**config.mk**
```make
export PLATFORM = sky130hd
export DESIGN_NAME = uart_tx_fifo
export DESIGN_NICKNAME = d
export VERILOG_FILES = /design/src/rtl/uart_tx_fifo.sv
export SDC_FILE = /design/constraint.sdc
export NUM_CORES = 1
export LEC_CHECK = 0
export CAP_MARGIN = 20
export CORE_ASPECT_RATIO = 2
export CORE_MARGIN = 5
export CORE_UTILIZATION = 53
export CTS_CLUSTER_DIAMETER = 40
export DETAILED_ROUTE_END_ITERATION = 7
export DONT_BUFFER_PORTS = 1
export HOLD_SLACK_MARGIN = 0.08
export MAX_ROUTING_LAYER = met4
export PLACE_DENSITY_LB_ADDON = 0.1
export SYNTH_ARGS = -nofsm -noshare
export SYNTH_HDL_FRONTEND = slang
export SYNTH_SLANG_ARGS = --single-unit
```
**constraint.sdc**
```tcl
create_clock -name clk -period 2.9 [get_ports clk]
set_clock_uncertainty 0.05 [all_clocks]
set_input_delay 0.29 -clock clk [delete_from_list [all_inputs] [get_ports clk]]
set_output_delay 0.29 -clock clk [all_outputs]
set_load 0.05 [all_outputs]
```
**src/rtl/uart_tx_fifo.sv**
```systemverilog
// Buffered UART transmitter: FIFO-fed, LSB-first, start/stop framing at CLKS_PER_BIT.
// Optional even parity bit after the data bits when UART_TX_PARITY_EN is defined.
module uart_tx_fifo #(
    parameter int DATA_W       = 8,
    parameter int DEPTH        = 4,
    parameter int CLKS_PER_BIT = 4,
    parameter int STOP_BITS    = 1
) (
    input  logic                       clk,
    input  logic                       rst,
    input  logic                       enable,
    input  logic                       wr_en,
    input  logic [DATA_W-1:0]          wr_data,
    output logic                       tx,
    output logic                       busy,
    output logic                       full,
    output logic                       empty,
    output logic [$clog2(DEPTH+1)-1:0] count,
    output logic                       overflow
);

    localparam int PTR_W  = $clog2(DEPTH);
    localparam int CNT_W  = $clog2(DEPTH+1);
    localparam int BAUD_W = $clog2(CLKS_PER_BIT);
    localparam int BIT_W  = $clog2(DATA_W+1);

    localparam logic [BAUD_W-1:0] BAUD_LAST = BAUD_W'(CLKS_PER_BIT-1);
    localparam logic [BIT_W-1:0]  DATA_LAST = BIT_W'(DATA_W-1);
    localparam logic [BIT_W-1:0]  STOP_LAST = BIT_W'(STOP_BITS-1);
    localparam logic [CNT_W-1:0]  CNT_FULL  = CNT_W'(DEPTH);

    localparam logic [2:0] IDLE   = 3'd0;
    localparam logic [2:0] START  = 3'd1;
    localparam logic [2:0] DATA   = 3'd2;
`ifdef UART_TX_PARITY_EN
    localparam logic [2:0] PARITY = 3'd3;
`endif
    localparam logic [2:0] STOP   = 3'd4;

    logic [DATA_W-1:0] mem [DEPTH];
    logic [PTR_W-1:0]  wr_ptr;
    logic [PTR_W-1:0]  rd_ptr;
    logic [DATA_W-1:0] head;

    logic [2:0]        state;
    logic [BAUD_W-1:0] baud_cnt;
    logic [BIT_W-1:0]  bit_cnt;
    logic [DATA_W-1:0] shift;

    logic baud_done;
    logic stop_done;
    logic pop;
    logic push_ok;

`ifdef UART_TX_PARITY_EN
    logic parity_bit;

    function automatic logic calc_parity(input logic [DATA_W-1:0] word);
        return ^word;
    endfunction
`endif

    assign head      = mem[rd_ptr];
    assign baud_done = (baud_cnt == BAUD_LAST);
    assign stop_done = (state == STOP) && baud_done && (bit_cnt == STOP_LAST);
    assign full      = (count == CNT_FULL);
    assign empty     = (count == '0);
    assign busy      = (state != IDLE);

    // A pop happens only when a frame starts, either from IDLE or chained off the last STOP cycle.
    always_comb begin
        pop = 1'b0;
        if (enable && !empty && ((state == IDLE) || stop_done)) begin
            pop = 1'b1;
        end
    end

    assign push_ok = wr_en && (!full || pop);

    always_ff @(posedge clk) begin
        if (push_ok) begin
            mem[wr_ptr] <= wr_data;
        end
    end

    always_ff @(posedge clk or posedge rst) begin
        if (rst) begin
            wr_ptr   <= '0;
            rd_ptr   <= '0;
            count    <= '0;
            overflow <= 1'b0;
        end else begin
            if (push_ok) begin
                wr_ptr <= wr_ptr + 1'b1;
            end
            if (pop) begin
                rd_ptr <= rd_ptr + 1'b1;
            end
            if (push_ok && !pop) begin
                count <= count + 1'b1;
            end else if (!push_ok && pop) begin
                count <= count - 1'b1;
            end
            if (wr_en && !push_ok) begin
                overflow <= 1'b1;
            end
        end
    end

    // Shift register holds the remaining data bits; tx is loaded one bit ahead of the shift.
    always_ff @(posedge clk) begin
        if (pop) begin
            shift <= head;
        end else if ((state == DATA) && baud_done) begin
            shift <= shift >> 1;
        end
    end

`ifdef UART_TX_PARITY_EN
    always_ff @(posedge clk) begin
        if (pop) begin
            parity_bit <= calc_parity(head);
        end
    end
`endif

    always_ff @(posedge clk or posedge rst) begin
        if (rst) begin
            state    <= IDLE;
            baud_cnt <= '0;
            bit_cnt  <= '0;
            tx       <= 1'b1;
        end else begin
            case (state)
                IDLE: begin
                    tx <= 1'b1;
                    if (pop) begin
                        state    <= START;
                        baud_cnt <= '0;
                        tx       <= 1'b0;
                    end
                end
                START: begin
                    if (baud_done) begin
                        state    <= DATA;
                        baud_cnt <= '0;
                        bit_cnt  <= '0;
                        tx       <= shift[0];
                    end else begin
                        baud_cnt <= baud_cnt + 1'b1;
                    end
                end
                DATA: begin
                    if (baud_done) begin
                        baud_cnt <= '0;
                        if (bit_cnt == DATA_LAST) begin
                            bit_cnt <= '0;
`ifdef UART_TX_PARITY_EN
                            state   <= PARITY;
                            tx      <= parity_bit;
`else
                            state   <= STOP;
                            tx      <= 1'b1;
`endif
                        end else begin
                            bit_cnt <= bit_cnt + 1'b1;
                            tx      <= shift[1];
                        end
                    end else begin
                        baud_cnt <= baud_cnt + 1'b1;
                    end
                end
`ifdef UART_TX_PARITY_EN
                PARITY: begin
                    if (baud_done) begin
                        state    <= STOP;
                        baud_cnt <= '0;
                        bit_cnt  <= '0;
                        tx       <= 1'b1;
                    end else begin
                        baud_cnt <= baud_cnt + 1'b1;
                    end
                end
`endif
                STOP: begin
                    if (baud_done) begin
                        baud_cnt <= '0;
                        if (bit_cnt == STOP_LAST) begin
                            bit_cnt <= '0;
                            if (pop) begin
                                state <= START;
                                tx    <= 1'b0;
                            end else begin
                                state <= IDLE;
                                tx    <= 1'b1;
                            end
                        end else begin
                            bit_cnt <= bit_cnt + 1'b1;
                        end
                    end else begin
                        baud_cnt <= baud_cnt + 1'b1;
                    end
                end
                default: begin
                    state    <= IDLE;
                    baud_cnt <= '0;
                    bit_cnt  <= '0;
                    tx       <= 1'b1;
                end
            endcase
        end
    end

endmodule

```
==> metrics.md, run 1 <==
| Metric | Value |
|---|---|
| Kind of critical path | `register to register` |
| GP Congestion | `0.7858` |
| First-pass GRT wire length | `7.617 mm` |
| Setup Buffers After CTS | `0` |
| Num CTS Buffers | `9` |
| Initial Util | `53.86%` |
| Final period utilization | `92.80%` |
| Final setup viols | `0` |
| Die area | `6747 µm²` |
| CP Buf/Inv Count | `2` |
| TritonCTS Sinks | `58` |
| Avg Cell Area, Syn | `14.77 µm²` |
| Cell area after synthesis | `2718 µm²` |
| Final Hold Fails | `0` |
| Post-layout nets | `229` |
| I/O pin count | `20` |
| Gr usage total | `16.00%` |
| Post-synth EDFFs | `40` |
| Fillers | `375` |
| Crit-path slowest cell | `a2111o_1` |
| Most frequent cells in the layout | `40 x edfxtp_1, 17 x dfrtp_1, 13 x buf_4` |
| Layout cell share with drive strength beyond 1 | `23.94%` |
| Latest clock arrival within the worst-skew pair | `0.33 ns` |
| Critical path's top delay family | `adder cells` |
| Most common cell after layout, fill and taps aside | `edfxtp_1` |
| Die X | `60.64 µm` |
| Worst hold path type | `input pin to register` |
| H-tree levels | `3` |
| Status | `finished, final reports clean` |
| Achievable Freq | `0.3716 GHz` |
| Busiest grt layer | `met2` |
| Async S/R FF share, synth | `31.03%` |
| CTS clk-pin slew, worst paths | `0.06 ns` |
| Core area | `5046 µm²` |
| CP max stage delay | `0.51 ns` |
| Flops & latches, synth | `58` |
| CTS tree | `yes` |
| Final WL | `4.626 mm` |
| Pins over their slew limit | `0` |
| Max Cap Viol | `0` |
| Synth warn | `0` |
| # DRC | `0` |
| M3 GR Usage | `5.478%` |
| Worst setup EP type | `register` |
| Met2 usage | `24.16%` |
| Synth-to-layout area growth | `16.62%` |
| Routed Antenna Nets | `0` |
| Global route overflow | `0` |
| Worst-Margin Slew | `0.7216 ns` |
| Routed via count | `1557` |
| Post-CTS Resized | `0` |
| CP cell instances | `inv_1, ha_1, nand4bb_4, a2111o_1, a21boi_4, ha_1, inv_1, fa_1, xor2_1, nor2_1, xor2_1` |
| Leak Pwr | `0.001183 µW` |
| Chip height | `111.3 µm` |
| Netlist cell types | `49` |
| Clk buf depth | `2` |
| Final setup TNS | `0 ns` |
| Pwr Density | `1092 nW/µm²` |
| Ys flop type | `edfxtp_1` |
| Cell count after synthesis | `184` |
| Drt first pass iters | `4` |
| Max FO, Critical Path | `5` |
| CTS root buf | `clkbuf_8` |
| Required @ worst endpoint | `3.10 ns` |
| Port Buf Inserts | `0` |
| N_diodes | `0` |
| Largest net degree at the start of global routing | `19` |
| Register area share after synthesis | `60.82%` |
| Min Tclk post-route | `2.691 ns` |
| Wire per inst | `17.07 µm` |
| Detail Placement HPWL | `3.204 mm` |
| Critical path data arrival time | `2.89 ns` |
| Drt initial violations | `69` |
| Max VDD drop | `0.0009055 V` |
| Mapped Nets | `205` |
| Rows | `37` |
| Vias in the first global route | `1625` |
| Hold buffer count at cts | `10` |
| Antenna violations before repair | `0` |
| Avg Vias per Cell | `5.745` |
| Unrepaired setup endpoints after global routing | `no` |
| Max_slew headroom | `51.84%` |
| Power, Total | `3460 µW` |
| Met1 Track Usage GR | `18.82%` |
| CP startpoint kind | `register` |
## cell usage after synthesis (2+ instances only)
cell       n  area [µm²]
a21o_1     2       15.01
a21oi_1    5       25.02
a22o_1     2       17.52
a31oi_1    3       18.77
and2_1     5       31.28
buf_2      3       15.01
buf_6      2       22.52
clkbuf_1   3       11.26
dfrtp_1   17       425.4
edfxtp_1  40        1201
ha_1       8       100.1
inv_1      9       33.78
mux2_2     9       101.4
mux4_2     8       180.2
nand2_1    4       15.01
nand3_1    2       10.01
nand3b_1   2       15.01
nor2_1     3       11.26
nor2b_1    3       18.77
nor3_1     6       30.03
nor3b_1    3       22.52
nor4b_1    3       26.28
o21ai_0    9       45.04
o31ai_1    2       15.01
or3_1      2       12.51
xnor2_1    4       35.03
xor2_1     3       26.28
## cell families after synthesis
kind of cell             after synthesis  share of synthesized area, %
flip-flops                            58                         60.82
AND/OR/NAND/NOR                       39                         9.485
AO/OA/AOI/OAI                         33                         8.379
buffers and inverters                 19                         3.360
multiplexers                          18                         10.91
adder cells (fa/ha/maj)               10                         4.788
XOR/XNOR                               7                         2.256
## metrics by stage
step / util [%] / setup WS (ns) / hold slack [ns] / instance area, µm² / cells
after CTS: 62.81 / 0.1843 / 0.3100 / 3169 / 271
after global placement: 56.19 / 0.3046 / 0.2814 / 2835 / 245
final: 62.81 / 0.2087 / 0.3218 / 3169 / 271
after floorplan: - / 0.03413 / 0.1778 / 2723 / 184
after detailed placement: 56.19 / 0.2013 / 0.2860 / 2835 / 245
after global routing: 62.81 / 0.07309 / 0.3229 / 3169 / 271
## where the power goes
| part | switching [µW] | total, µW | internal (µW) |
|---|---|---|---|
| sequential | 207 | 1370 | 1160 |
| combinational | 666 | 1230 | 560 |
| clock | 294 | 864 | 570 |
## state kept, by name, indices dropped and copies added (netlist names)
register,cells
bit_cnt,4
tx,1
count,3
baud_cnt,2
shift,8
state,3
rd_ptr,2
mem,32
wr_ptr,2
overflow,1
## per-layer routing
| layer | share of wire [%] | up-vias | routed length (µm) |
|---|---|---|---|
| li1 | - | 748 | - |
| met5 | 0 | - | 0 |
| met2 | 52 | 41 | 2416 |
| met4 | 1.8 | 0 | 84 |
| met3 | 5.6 | 9 | 259 |
| met1 | 40 | 759 | 1866 |
## tightest hold or removal path, delay by kind of cell
kind,cells,cell delay [ns]
buf+inv,1,0.15
xor+xnor,1,0.06
compound gates,1,0.15
## worst paths after layout
kind / start / end / slack, ns / depth (start not counted)
max in group asynchronous: rst / bit_cnt[2] / 1.87 / 2
worst min-delay path: wr_en / wr_ptr[0] / 0.32 / 3
worst max register to register: bit_cnt[0] / count[2] / 0.21 / 11
min in group asynchronous: rst / state[2] / 0.47 / 2
worst min register to register: bit_cnt[1] / bit_cnt[1] / 0.50 / 2
worst max-delay path: bit_cnt[0] / count[2] / 0.21 / 11
## area by class of cell
cell class / instances / area, µm² / area share, %
inverters: 9 / 33.78 / 1.066
well taps: 58 / 72.57 / 2.290
clock buffers: 11 / 131.4 / 4.145
repair buffers: 23 / 197.7 / 6.238
multi-input cells: 107 / 978.4 / 30.87
flip-flops and latches: 58 / 1653 / 52.15
clock inverters: 5 / 102.6 / 3.237
Note: power is estimated with default switching activity, not from simulation.
==> run 2: changes to the inputs <==
--- a/config.mk
+++ b/config.mk
@@ -5,6 +5,7 @@
 export SDC_FILE = /design/constraint.sdc
 export NUM_CORES = 1
 export LEC_CHECK = 0
+export ABC_CLOCK_PERIOD_IN_PS = 2900
 export CAP_MARGIN = 20
 export CORE_ASPECT_RATIO = 2
 export CORE_MARGIN = 5
==> results of run 2 <==
The final DEF is identical to that of run 1; final timing and power are the same.
